`src/rtl/arithmetic_circuit.sv`:
```
// Registered arithmetic unit: {Cout,F} = A + Y + Cin over a ripple-carry chain, Y picked by {s1,s0}.
// Optional registered Z/N/V status flags when ARITH_STATUS_FLAGS_EN is defined.
module arithmetic_circuit #(
    parameter int WIDTH = 4
) (
    input  logic             clk,
    input  logic             rst_n,
    input  logic             en,
    input  logic [WIDTH-1:0] A,
    input  logic [WIDTH-1:0] B,
    input  logic             s1,
    input  logic             s0,
    input  logic             Cin,
    output logic [WIDTH-1:0] F,
    output logic             Cout,
    output logic             valid
`ifdef ARITH_STATUS_FLAGS_EN
    ,
    output logic             Z,
    output logic             N,
    output logic             V
`endif
);

    logic [WIDTH-1:0] y;
    logic [WIDTH-1:0] sum;
    logic [WIDTH:0]   carry;

    logic [WIDTH-1:0] f_q, f_d;
    logic             cout_q, cout_d;
    logic             valid_q, valid_d;

    always_comb begin
        y = B;
        case ({s1, s0})
            2'b00:   y = B;
            2'b01:   y = ~B;
            2'b10:   y = '0;
            default: y = '1;
        endcase
    end

    assign carry[0] = Cin;

    for (genvar i = 0; i < WIDTH; i++) begin : g_fa
        assign sum[i]     = A[i] ^ y[i] ^ carry[i];
        assign carry[i+1] = (A[i] & y[i]) | (carry[i] & (A[i] ^ y[i]));
    end

    always_comb begin
        f_d     = f_q;
        cout_d  = cout_q;
        valid_d = en;
        if (en) begin
            f_d    = sum;
            cout_d = carry[WIDTH];
        end
    end

    always_ff @(posedge clk or negedge rst_n) begin
        if (!rst_n) begin
            f_q     <= '0;
            cout_q  <= 1'b0;
            valid_q <= 1'b0;
        end else begin
            f_q     <= f_d;
            cout_q  <= cout_d;
            valid_q <= valid_d;
        end
    end

    assign F     = f_q;
    assign Cout  = cout_q;
    assign valid = valid_q;

`ifdef ARITH_STATUS_FLAGS_EN
    logic z_q, z_d;
    logic n_q, n_d;
    logic v_q, v_d;

    // Overflow: carry into the MSB disagrees with carry out of it.
    always_comb begin
        z_d = z_q;
        n_d = n_q;
        v_d = v_q;
        if (en) begin
            z_d = (sum == '0);
            n_d = sum[WIDTH-1];
            v_d = carry[WIDTH-1] ^ carry[WIDTH];
        end
    end

    always_ff @(posedge clk or negedge rst_n) begin
        if (!rst_n) begin
            z_q <= 1'b0;
            n_q <= 1'b0;
            v_q <= 1'b0;
        end else begin
            z_q <= z_d;
            n_q <= n_d;
            v_q <= v_d;
        end
    end

    assign Z = z_q;
    assign N = n_q;
    assign V = v_q;
`endif

endmodule

```
`config.mk`:
```
export PLATFORM = sky130hd
export DESIGN_NAME = arithmetic_circuit
export DESIGN_NICKNAME = d
export VERILOG_FILES = /design/src/rtl/arithmetic_circuit.sv
export SDC_FILE = /design/constraint.sdc
export NUM_CORES = 1
export LEC_CHECK = 0
export CAP_MARGIN = 0
export CORE_MARGIN = 8
export CORE_UTILIZATION = 30
export DETAILED_ROUTE_END_ITERATION = 6
export DONT_BUFFER_PORTS = 1
export GPL_TIMING_DRIVEN = 0
export PLACE_DENSITY = 0.55
export SETUP_SLACK_MARGIN = 0.4
export SYNTH_ARGS = -nofsm -noshare
export SYNTH_HDL_FRONTEND = slang
export SYNTH_SLANG_ARGS = --single-unit
```
`constraint.sdc`:
```
create_clock -name clk -period 0.8 [get_ports clk]
set_input_delay 0.08 -clock clk [delete_from_list [all_inputs] [get_ports clk]]
set_output_delay 0.08 -clock clk [all_outputs]
set_load 0.02 [all_outputs]
```
### Word-level counts from Yosys, hierarchy flattened

Index checks and enable logic that the tools add are counted.

| operators by class | value |
|---|---|
| equality and inequality tests | 2 |
| multiplexer cells | 1 |
| bitwise operators | 21 |
| reductions and logical operators | 1 |

Operators by type and width:

| cell | number |
|---|---|
| one-hot mux 4 bit (3 select lines) | 1 |
| bitwise AND 1 bit | 8 |
| XOR 1 bit | 8 |
| inverter 4 bit | 1 |
| bitwise OR 1 bit | 4 |
| equality test 2 x 1 -> 1 bit, second input constant | 1 |
| equality test 2 bit, second input constant | 1 |
| logical NOT 2 bit | 1 |

| word-level totals | value |
|---|---|
| bits in registers | 6 |

### Longest topological paths before layout

Gate-level depths: netlist (run 1).

| logic depth | value |
|---|---|
| depth in word-level cells | 11 |
| depth in mapped cells | 9 |

### Worst setup path before layout (run 1)

No wires, ideal clock.

| timing | value |
|---|---|
| path kind | input-to-reg |
| from | input port s0 |
| to | register f_q[3] (netlist: F[3]) |
| setup time | 0.125 ns |
| arrival | 2.049 ns |
| data required time | 0.675 ns |
| path slack | -1.374 ns |
| stages on the path | 9 |
| path buffers | 1 |
| path through | buf_2 -> xnor2_1 -> fa_1 -> inv_1 -> fa_1 -> fa_1 -> inv_1 -> fa_1 -> mux2_4 |

| between the ends | value |
|---|---|
| word-level cells in the longest chain between the ends | 10 |
| elaborated cells on any way between the ends | 18 |
| those cells by class | 2 x eq/ne; 1 x mux; 14 x bitwise; 1 x reduce/logical |

RTL lines:

| element | line | RTL |
|---|---|---|
| from (decl) | 12 | `input logic s0,` |
| equality test 2 bit, or another cell as far along | 35 | `case ({s1, s0})` |
| one-hot mux 4 bit (3 select lines) * | 35 |  |
| XOR 1 bit | 47 | `assign carry[i+1] = (A[i] & y[i]) \| (carry[i] & (A[i] ^ y[i]));` |
| bitwise AND 1 bit | 47 |  |
| bitwise OR 1 bit | 47 |  |
| bitwise AND 1 bit | 47 |  |
| bitwise OR 1 bit | 47 |  |
| bitwise AND 1 bit | 47 |  |
| bitwise OR 1 bit | 47 |  |
| XOR 1 bit * | 46 | `assign sum[i] = A[i] ^ y[i] ^ carry[i];` |
| via sum[3] | 26 | `logic [WIDTH-1:0] sum;` |
| to (signal assigned) | 62 | `f_q <= '0;` |
| to (signal assigned) | 66 | `f_q <= f_d;` |
| to (decl) | 29 | `logic [WIDTH-1:0] f_q, f_d;` |

The timed path passes the listed nets; every way through them passes the cells marked *.
A chain may end at the register's enable or synchronous reset.

### Worst setup path after layout (run 1)

| timing | value |
|---|---|
| from | input port s1 |
| to | register f_q[3] (netlist: F[3]) |

| between the ends | value |
|---|---|
| word-level cells in the longest chain between the ends | 10 |
| elaborated cells on any way between the ends | 18 |
| those cells by class | 2 x eq/ne; 1 x mux; 14 x bitwise; 1 x reduce/logical |

RTL lines:

| element | line | RTL |
|---|---|---|
| from (decl) | 11 | `input logic s1,` |
| equality test 2 bit, or another cell as far along | 35 |  |
| one-hot mux 4 bit (3 select lines) * | 35 |  |
| XOR 1 bit | 47 |  |
| bitwise AND 1 bit | 47 |  |
| bitwise OR 1 bit | 47 |  |
| bitwise AND 1 bit | 47 |  |
| bitwise OR 1 bit | 47 |  |
| bitwise AND 1 bit | 47 |  |
| bitwise OR 1 bit | 47 |  |
| XOR 1 bit * | 46 |  |
| via sum[3] | 26 |  |

Marked as above.

==> results.py, run 1 <==
metrics = {
    "run_status": {
        "status": "finished, violations left",
        "violations": "hold timing, setup timing",
    },
    "drt": {
        "first_pass_iters": 1,
        "wl_um": 765,
        "vias": 223,
        "ant_nets": 0,
        "drtIter0Drc": 0,
        "drcViolationCount": 0,
        "wl_per_cell_um": 15.00,
        "viasPerCell": 4.373,
    },
    "worst_setup_path": {
        "worst-r2r-cell-count": 1,
        "start_kind": "input port",
        "rr_startpoint": "F[3]",
        "worstPathRequired_ns": 0.92,
        "timing.rr.end": "F[3]",
        "criticalPathCategory": "in -> reg",
        "end_kind": "register",
        "worstPathArrival_ns": 2.00,
        "crit_path_max_fanout": 4,
        "r2r_slack_ns": -0.07,
    },
    "final_layout": {
        "num-fill-cells": 124,
        "area_delta_synth_final_pct": 26.03,
        "layout.nets": 56,
        "antenna_cells": 0,
        "final_cell_area_um2": 496.7,
        "fin_cells": 51,
        "multiInputGateArea_um2": 230.2,
        "final-seq-area_um2": 156.4,
        "final_cell_mix": "5 x dfrtp_2, 4 x inv_1, 4 x fa_2",
        "final_common_cell": "dfrtp_2",
        "drive_gt1_share_pct": 61.11,
    },
    "placed_design": {
        "port-buffer-count": 0,
        "placed_area_um2": 442.9,
        "dp_slack_ns": -1.356,
        "place.gp.congestion": 0.6234,
        "dpl.hpwl_um": 677.8,
        "dp_cells": 46,
    },
    "sta": {
        "fin_crit_sh_pct": 234.9,
        "setup_ws_ns": -1.079,
        "grt_setup_unrepaired": "yes",
        "max_freq_mhz": 532.1,
        "fin_hold_ws_ns": -0.2276,
        "min_period_ns": 1.879,
        "slew-limit-headroom_pct": 82.20,
        "setup_viol": 5,
        "slew_viol_final": 0,
        "hold_viol_final": 7,
        "skew_ns": 0,
        "tightest_slew_ns": 0.2671,
    },
    "logic_synthesis": {
        "ys_seq_area_share_pct": 38.10,
        "synthMuxAreaShare_pct": 16.51,
        "syn-cell-area_um2": 394.1,
        "synth_simple_gate_area_share_pct": 6.349,
        "synth_top_family_by_area": "adder cells",
        "syn_nets": 49,
        "synth_compound_area_share_pct": 0,
        "yosysUniqueCellTypes": 10,
        "synthAdderAreaFrac_pct": 20.32,
        "ys_seq_elements": 6,
        "syn-instance-count": 31,
        "yosys_warnings": 0,
        "synth-xor-area-share_pct": 8.889,
        "syn_area_per_cell_um2": 12.71,
    },
    "clock_tree": {
        "clock_path_buffers": 2,
        "clock_latency_ns": 0.23,
        "h-tree-depth": 1,
        "cts_root_buffer": "clkbuf_4",
        "cts_buffers": 3,
        "clk_pin_slew_ns": 0.04,
        "clock_sinks": 6,
        "postCtsHoldBufs": 1,
        "cts_tree": "yes",
    },
    "floorplan": {
        "start_util_pct": 31.07,
        "fp.dieArea_mm2": 0.002730,
        "die_w_um": 52.25,
        "pin_count": 20,
        "core_area_mm2": 0.001269,
        "rows": 13,
        "dieHeight_um": 52.25,
    },
    "global_routing": {
        "grt_util_all_layers_pct": 7.205,
        "grt_first_pass_wirelength_mm": 1.352,
        "grt_max_degree": 7,
        "first_global_vias": 297,
        "overflow": 0,
        "antenna_found_initial": 0,
    },
    "run": {
        "cap_violations": 0,
    },
    "power_and_ir_drop": {
        "p_clk_share_pct": 25.1,
        "sw_frac_of_total_pct": 32.03,
        "pwr-share-seq_pct": 51.5,
        "p_sw_w": 0.0003345,
        "p_per_area_mw_per_mm2": 2102,
        "combPwrFrac_pct": 23.4,
        "vdd_ir_drop_max_v": 0.0006868,
        "p_leak_nw": 0.2315,
        "intPower_w": 0.0007096,
    },
    "worst_hold_path": {
        "hold_class": "in -> async",
    },
}
-- power by group through the flow --
stage / registers, W / clock network (W) / logic, W
2_1_floorplan: 0.000525 / 0 / 0.000199
3_3_place_gp: 0.000547 / 0 / 0.000222
3_5_place_dp: 0.000549 / 0 / 0.000229
4_1_cts: 0.000545 / 0.000278 / 0.000249
5_1_grt: 0.000554 / 0.000284 / 0.000280
6_report: 0.000538 / 0.000262 / 0.000244
-- what timing repair did --
| item | in CTS | in global routing |
|---|---|---|
| pin swaps | 2 | 0 |
| resized for setup | 5 | 1 |
| setup endpoints to repair | 11 | 17 |
| hold endpoints to repair | 7 | 7 |
| setup buffers | 1 | 0 |
-- sequential cells by signal, summed over array words and instances, names as in the netlist --
name,cells
valid,1
Cout,1
F,4
-- metrics by stage --
step | setup TNS (ns) | total power (W) | utilization (%)
CTS | -2.896 | 0.001072 | 38.95
floorplan | -4.192 | 0.0007232 | -
global placement | -4.392 | 0.0007689 | 34.91
detailed placement | -4.434 | 0.0007776 | 34.91
finish | -2.931 | 0.001044 | 39.15
global route | -3.156 | 0.001118 | 39.15
-- worst max path at each step --
stage,start,endpoint,slack (ns),depth (start not counted)
after floorplan,s1,F[3],-1.30,9
after global placement,s1,F[3],-1.35,9
after detailed placement,s1,F[3],-1.36,9
after CTS,s1,F[3],-1.07,9
after global routing,s1,F[3],-1.14,9
final,s1,F[3],-1.08,9
-- synth_stat cells --
| cell type | instances | area, µm² |
|---|---|---|
| buf_2 | 1 | 5.000 |
| mux2_4 | 3 | 45.04 |
| dfrtp_1 | 6 | 150.1 |
| inv_1 | 6 | 22.52 |
| nor2b_1 | 2 | 12.51 |
| nand2b_1 | 2 | 12.51 |
| fa_1 | 4 | 80.08 |
| buf_6 | 1 | 11.26 |
| xnor2_1 | 4 | 35.03 |
| mux2i_1 | 2 | 20.02 |
-- metal layers --
metal | GRT usage, % | wire [µm]
met1 | 6.468 | 266
met2 | 10.40 | 381
met3 | 3.693 | 96
met4 | 9.052 | 21
met5 | 0 | 0
-- worst max-delay path, stage by stage --
cell,delay (ns)
nand2b_4,0.13
xnor2_2,0.13
fa_2,0.21
inv_2,0.04
fa_2,0.33
fa_2,0.34
inv_2,0.06
fa_2,0.41
mux2_4,0.26
-- kinds of logic after synthesis --
logic type | Yosys count
buf+inv | 8
flops | 6
mux | 5
xor+xnor | 4
fa+ha+maj | 4
simple gates | 4
-- area by class of cell --
cell class	instances	area share, %
timing repair buffer	2	4.030
sequential	6	31.49
tap	15	3.778
clock buffer	3	4.534
multi-input combinational	17	46.35
inverter	6	4.534
buffer	2	5.290
Note: power is estimated with default switching activity, not from simulation.
==> run 2: changes to the inputs <==
CORE_AREA = 8 8 45 47   (was unset)
CORE_MARGIN = unset   (was 8)
CORE_UTILIZATION = unset   (was 30)
DIE_AREA = 0 0 53 55   (was unset)
PLACE_DENSITY = unset   (was 0.55)
==> results.py, run 2 (same netlist as run 1, synthesis figures left out) <==
metrics = {
    "clock_tree": {
        "clock_latency_ns": 0.24,
        "cts_root_buffer": "clkbuf_4",
        "clock_sinks": 6,
        "cts_tree": "yes",
        "h-tree-depth": 1,
        "postCtsHoldBufs": 1,
        "clock_path_buffers": 2,
        "cts_buffers": 3,
        "clk_pin_slew_ns": 0.05,
    },
    "floorplan": {
        "start_util_pct": 28.48,
        "pin_count": 20,
        "rows": 14,
        "die_w_um": 53,
        "dieHeight_um": 55,
        "core_area_mm2": 0.001384,
        "fp.dieArea_mm2": 0.002915,
    },
    "drt": {
        "wl_per_cell_um": 14.55,
        "first_pass_iters": 1,
        "ant_nets": 0,
        "viasPerCell": 4.113,
        "drtIter0Drc": 0,
        "wl_um": 771,
        "drcViolationCount": 0,
        "vias": 218,
    },
    "final_layout": {
        "drive_gt1_share_pct": 56.76,
        "fin_util_pct": 36.17,
        "layout.nets": 56,
        "area_delta_synth_final_pct": 26.98,
        "final_cell_mix": "4 x dfrtp_2, 4 x inv_1, 4 x fa_2",
        "num-fill-cells": 139,
        "largest_register_ffs": 4,
        "antenna_cells": 0,
    },
    "sta": {
        "setup_ws_ns": -1.065,
        "slew-limit-headroom_pct": 81.30,
        "slew_viol_final": 0,
        "max_freq_mhz": 536.1,
        "fin_crit_sh_pct": 233.2,
        "tightest_slew_ns": 0.2805,
        "min_period_ns": 1.865,
        "skew_ns": 0,
        "setup_viol": 5,
        "fin_hold_ws_ns": -0.2360,
        "hold_viol_final": 7,
        "grt_setup_unrepaired": "yes",
    },
    "global_routing": {
        "grt_util_all_layers_pct": 6.395,
        "first_global_vias": 299,
        "overflow": 0,
        "antenna_found_initial": 0,
        "grt_max_degree": 7,
        "grt_first_pass_wirelength_mm": 1.235,
    },
    "worst_setup_path": {
        "start_kind": "input port",
        "worst-r2r-cell-count": 1,
        "r2r_slack_ns": -0.06,
        "worstPathArrival_ns": 1.99,
        "worstPathRequired_ns": 0.93,
        "timing.rr.end": "F[3]",
        "end_kind": "register",
        "rr_startpoint": "F[3]",
        "criticalPathCategory": "in -> reg",
        "crit_path_max_fanout": 4,
    },
    "power_and_ir_drop": {
        "p_sw_w": 0.0003614,
        "combPwrFrac_pct": 22.8,
        "sw_frac_of_total_pct": 33.08,
        "p_leak_nw": 0.2337,
        "p_clk_share_pct": 27.8,
        "pwr-share-seq_pct": 49.4,
        "intPower_w": 0.0007312,
        "vdd_ir_drop_max_v": 0.0005030,
        "p_per_area_mw_per_mm2": 2183,
    },
    "worst_hold_path": {
        "hold_class": "in -> async",
    },
    "run_status": {
        "status": "finished, violations left",
        "violations": "hold timing, setup timing",
    },
    "placed_design": {
        "dp_slack_ns": -1.361,
        "place.gp.congestion": 0.6299,
        "port-buffer-count": 0,
    },
    "run": {
        "cap_violations": 0,
    },
}
[run 2: cell type report]
class	count	area (µm²)	share of cell area [%]
Multi-Input combinational cell	17	230.2	46.00
Buffer	2	26.28	5.250
Timing Repair Buffer	2	20.02	4.000
Inverter	6	22.52	4.500
Tap cell	16	20.02	4.000
Clock buffer	4	26.28	5.250
Sequential cell	6	155.1	31.00
[run 2: layer usage]
| layer | global-route usage, % | vias to the layer above | part of all wire, % |
|---|---|---|---|
| li1 | - | 102 | - |
| met1 | 5.140 | 98 | 32 |
| met2 | 9.570 | 15 | 51 |
| met3 | 3.476 | 3 | 12 |
| met4 | 9.052 | 0 | 3.8 |
| met5 | 0 | - | 0 |
[run 2: power groups by stage]
stage	Combinational [W]	Clock (W)	Sequential, W
finish	0.000249	0.000303	0.000540
global route	0.000283	0.000329	0.000555
CTS	0.000255	0.000319	0.000546
detailed placement	0.000232	0	0.000549
global placement	0.000223	0	0.000549
floorplan	0.000199	0	0.000525
[run 2: repair_timing]
item	CTS	global route
endpoints found under the setup margin	11	17
gates resized for setup	4	1
endpoints found under the hold margin	7	7
pin swaps	2	0
buffers inserted	1	0
[run 2: metrics by stage]
stage / cells / power (W) / instance area [µm²] / setup TNS, ns
after floorplan: 31 / 0.0007232 / 424.2 / -4.192
after global placement: 47 / 0.0007720 / 444.2 / -4.385
after detailed placement: 47 / 0.0007818 / 444.2 / -4.462
after CTS: 53 / 0.001120 / 498.0 / -2.856
after global routing: 53 / 0.001167 / 500.5 / -3.130
final: 53 / 0.001093 / 500.5 / -2.873
[run 2: how the worst max path moves through the flow]
| stage | startpoint | end | slack [ns] | depth (start not counted) |
|---|---|---|---|---|
| finish | s1 | F[3] | -1.07 | 9 |
| global route | s1 | F[3] | -1.13 | 9 |
| CTS | s1 | F[3] | -1.06 | 9 |
| detailed placement | s1 | F[3] | -1.36 | 9 |
| global placement | s1 | F[3] | -1.35 | 9 |
| floorplan | s1 | F[3] | -1.30 | 9 |
[run 2: critical path, stage by stage]
cell and delay (ns):
nand2b_4 0.12, xnor2_2 0.13, fa_2 0.22, inv_2 0.04, fa_2 0.33, fa_2 0.34
inv_2 0.06, fa_2 0.41, mux2_4 0.26
==> run 3: changes to the inputs <==
clock period = 2.08 ns   (was 0.8 ns; I/O delays follow)
==> results.py, run 3 (same netlist as run 1, synthesis figures left out) <==
metrics = {
    "final_layout": {
        "final_common_cell": "dfrtp_1",
        "area_delta_synth_final_pct": 23.81,
        "fin_cells": 52,
        "final_cell_mix": "6 x dfrtp_1, 4 x inv_1, 4 x fa_2",
        "drive_gt1_share_pct": 44.44,
        "antenna_cells": 0,
        "largest_register_ffs": 4,
        "layout.nets": 56,
    },
    "worst_setup_path": {
        "path_cells": "buf_6 > xnor2_2 > fa_2 > inv_2 > fa_2 > fa_2 > inv_2 > fa_2 > mux2_4",
        "worst-r2r-cell-count": 1,
        "criticalPathCategory": "in -> reg",
        "critPathLaunch": "s0",
        "r2r_slack_ns": 1.22,
        "worstPathArrival_ns": 2.13,
        "path_depth": 9,
        "rr_startpoint": "Cout",
        "critPathSlowestCell": "fa_2",
        "crit_buf_inv": 3,
        "critPathCapture": "F[3]",
        "crit_top_cell": "fa_2",
        "crit_path_max_fanout": 4,
        "end_kind": "register",
        "cp_top_family": "adder cells",
        "worstPathRequired_ns": 2.21,
        "timing.rr.end": "Cout",
        "slowest_delay_ns": 0.41,
        "start_kind": "input port",
    },
    "sta": {
        "slew_viol_final": 0,
        "fin_hold_ws_ns": 0.1857,
        "tightest_slew_ns": 0.2618,
        "grt_setup_unrepaired": "yes",
        "max_freq_mhz": 499.4,
        "setup_viol": 0,
        "hold_viol_final": 0,
        "min_period_ns": 2.003,
        "fin_crit_sh_pct": 96.28,
        "skew_ns": 0,
        "fin_setup_tns_ns": 0,
        "slew-limit-headroom_pct": 82.49,
    },
    "drt": {
        "wl_per_cell_um": 13.33,
        "viasPerCell": 4.058,
        "first_pass_iters": 1,
        "vias": 211,
        "drcViolationCount": 0,
        "ant_nets": 0,
        "wl_um": 693,
        "drtIter0Drc": 0,
    },
    "global_routing": {
        "overflow": 0,
        "antenna_found_initial": 0,
        "first_global_vias": 263,
        "grt_util_all_layers_pct": 5.782,
        "grt_first_pass_wirelength_mm": 1.117,
        "grt_max_degree": 7,
    },
    "run_status": {
        "status": "complete, no violations",
    },
    "floorplan": {
        "pin_count": 20,
        "core_area_mm2": 0.001384,
        "fp.dieArea_mm2": 0.002915,
        "die_w_um": 53,
        "start_util_pct": 28.48,
        "rows": 14,
        "dieHeight_um": 55,
    },
    "worst_hold_path": {
        "hold_class": "in -> reg",
        "min_path_cells": 2,
    },
    "placed_design": {
        "port-buffer-count": 0,
        "place.gp.congestion": 0.6519,
        "dp_cells": 47,
    },
    "run": {
        "cap_violations": 0,
    },
    "power_and_ir_drop": {
        "vdd_ir_drop_max_v": 0.0001550,
        "power.total_w": 0.0003977,
        "p_leak_nw": 0.2256,
        "p_per_area_mw_per_mm2": 815.1,
    },
    "clock_tree": {
        "clock_latency_ns": 0.24,
        "cts_tree": "yes",
        "cts_buffers": 3,
        "h-tree-depth": 1,
        "clock_path_buffers": 2,
        "clock_sinks": 6,
        "clk_pin_slew_ns": 0.04,
        "cts_root_buffer": "clkbuf_4",
        "postCtsSetupRepairBufs": 0,
    },
}
## run 3: cell count changes in the layout (fill, tap and decap cells not counted)
cell,before,now
buf_4,1,0
buf_6,1,2
buf_8,1,0
clkbuf_1,1,0
dfrtp_1,2,6
dfrtp_2,4,0
dlygate4sd3_1,0,2
dlymetal6s4s_1,1,0
## run 3: repair_timing
item / CTS / global route
setup endpoints to repair: 2 / 2
hold endpoints to repair: 7 / 0
resized for setup: 3 / 0
pin swaps: 2 / 0
hold buffers: 2 / 0
## run 3: stage by stage
| step | cell area [µm²] | utilization, % | worst slack, ns |
|---|---|---|---|
| 2_1_floorplan | 419.2 | - | -0.1518 |
| 3_3_place_gp | 439.2 | 31.74 | -0.1968 |
| 3_5_place_dp | 439.2 | 31.74 | -0.2037 |
| 4_1_cts | 488.0 | 35.26 | 0.08104 |
| 5_1_grt | 488.0 | 35.26 | 0.04410 |
| 6_report | 488.0 | 35.26 | 0.07741 |
## run 3: power breakdown
group	internal [W]	leakage, nW	switching (W)
registers	0.000146	0.0700	0.0000559
clock network	0.0000651	0.0138	0.0000394
logic	0.0000564	0.142	0.0000354
## run 3: worst min-delay path by stage
stage / startpoint / end / slack [ns]
final: en / F[1] / 0.19
after detailed placement: rst_n / F[0] / -0.09
after CTS: en / F[1] / 0.18
after global routing: en / F[1] / 0.19
after global placement: rst_n / F[0] / -0.09
after floorplan: rst_n / Cout / -0.09
## run 3: area by class of cell
cell class,count,area [µm²]
well taps,16,20.02
inverters,6,22.52
plain buffers,2,22.52
repair buffers,2,20.02
fillers,134,895.9
multi-input cells,17,230.2
clock buffers,3,22.52
flip-flops and latches,6,150.1
## run 3: layer usage
metal | part of all wire (%) | global-route usage (%) | vias to the layer above
met4 | 4.2 | 9.052 | 0
met5 | 0 | 0 | -
met1 | 35 | 4.969 | 90
met2 | 44 | 7.422 | 17
li1 | - | - | 101
met3 | 17 | 3.743 | 3
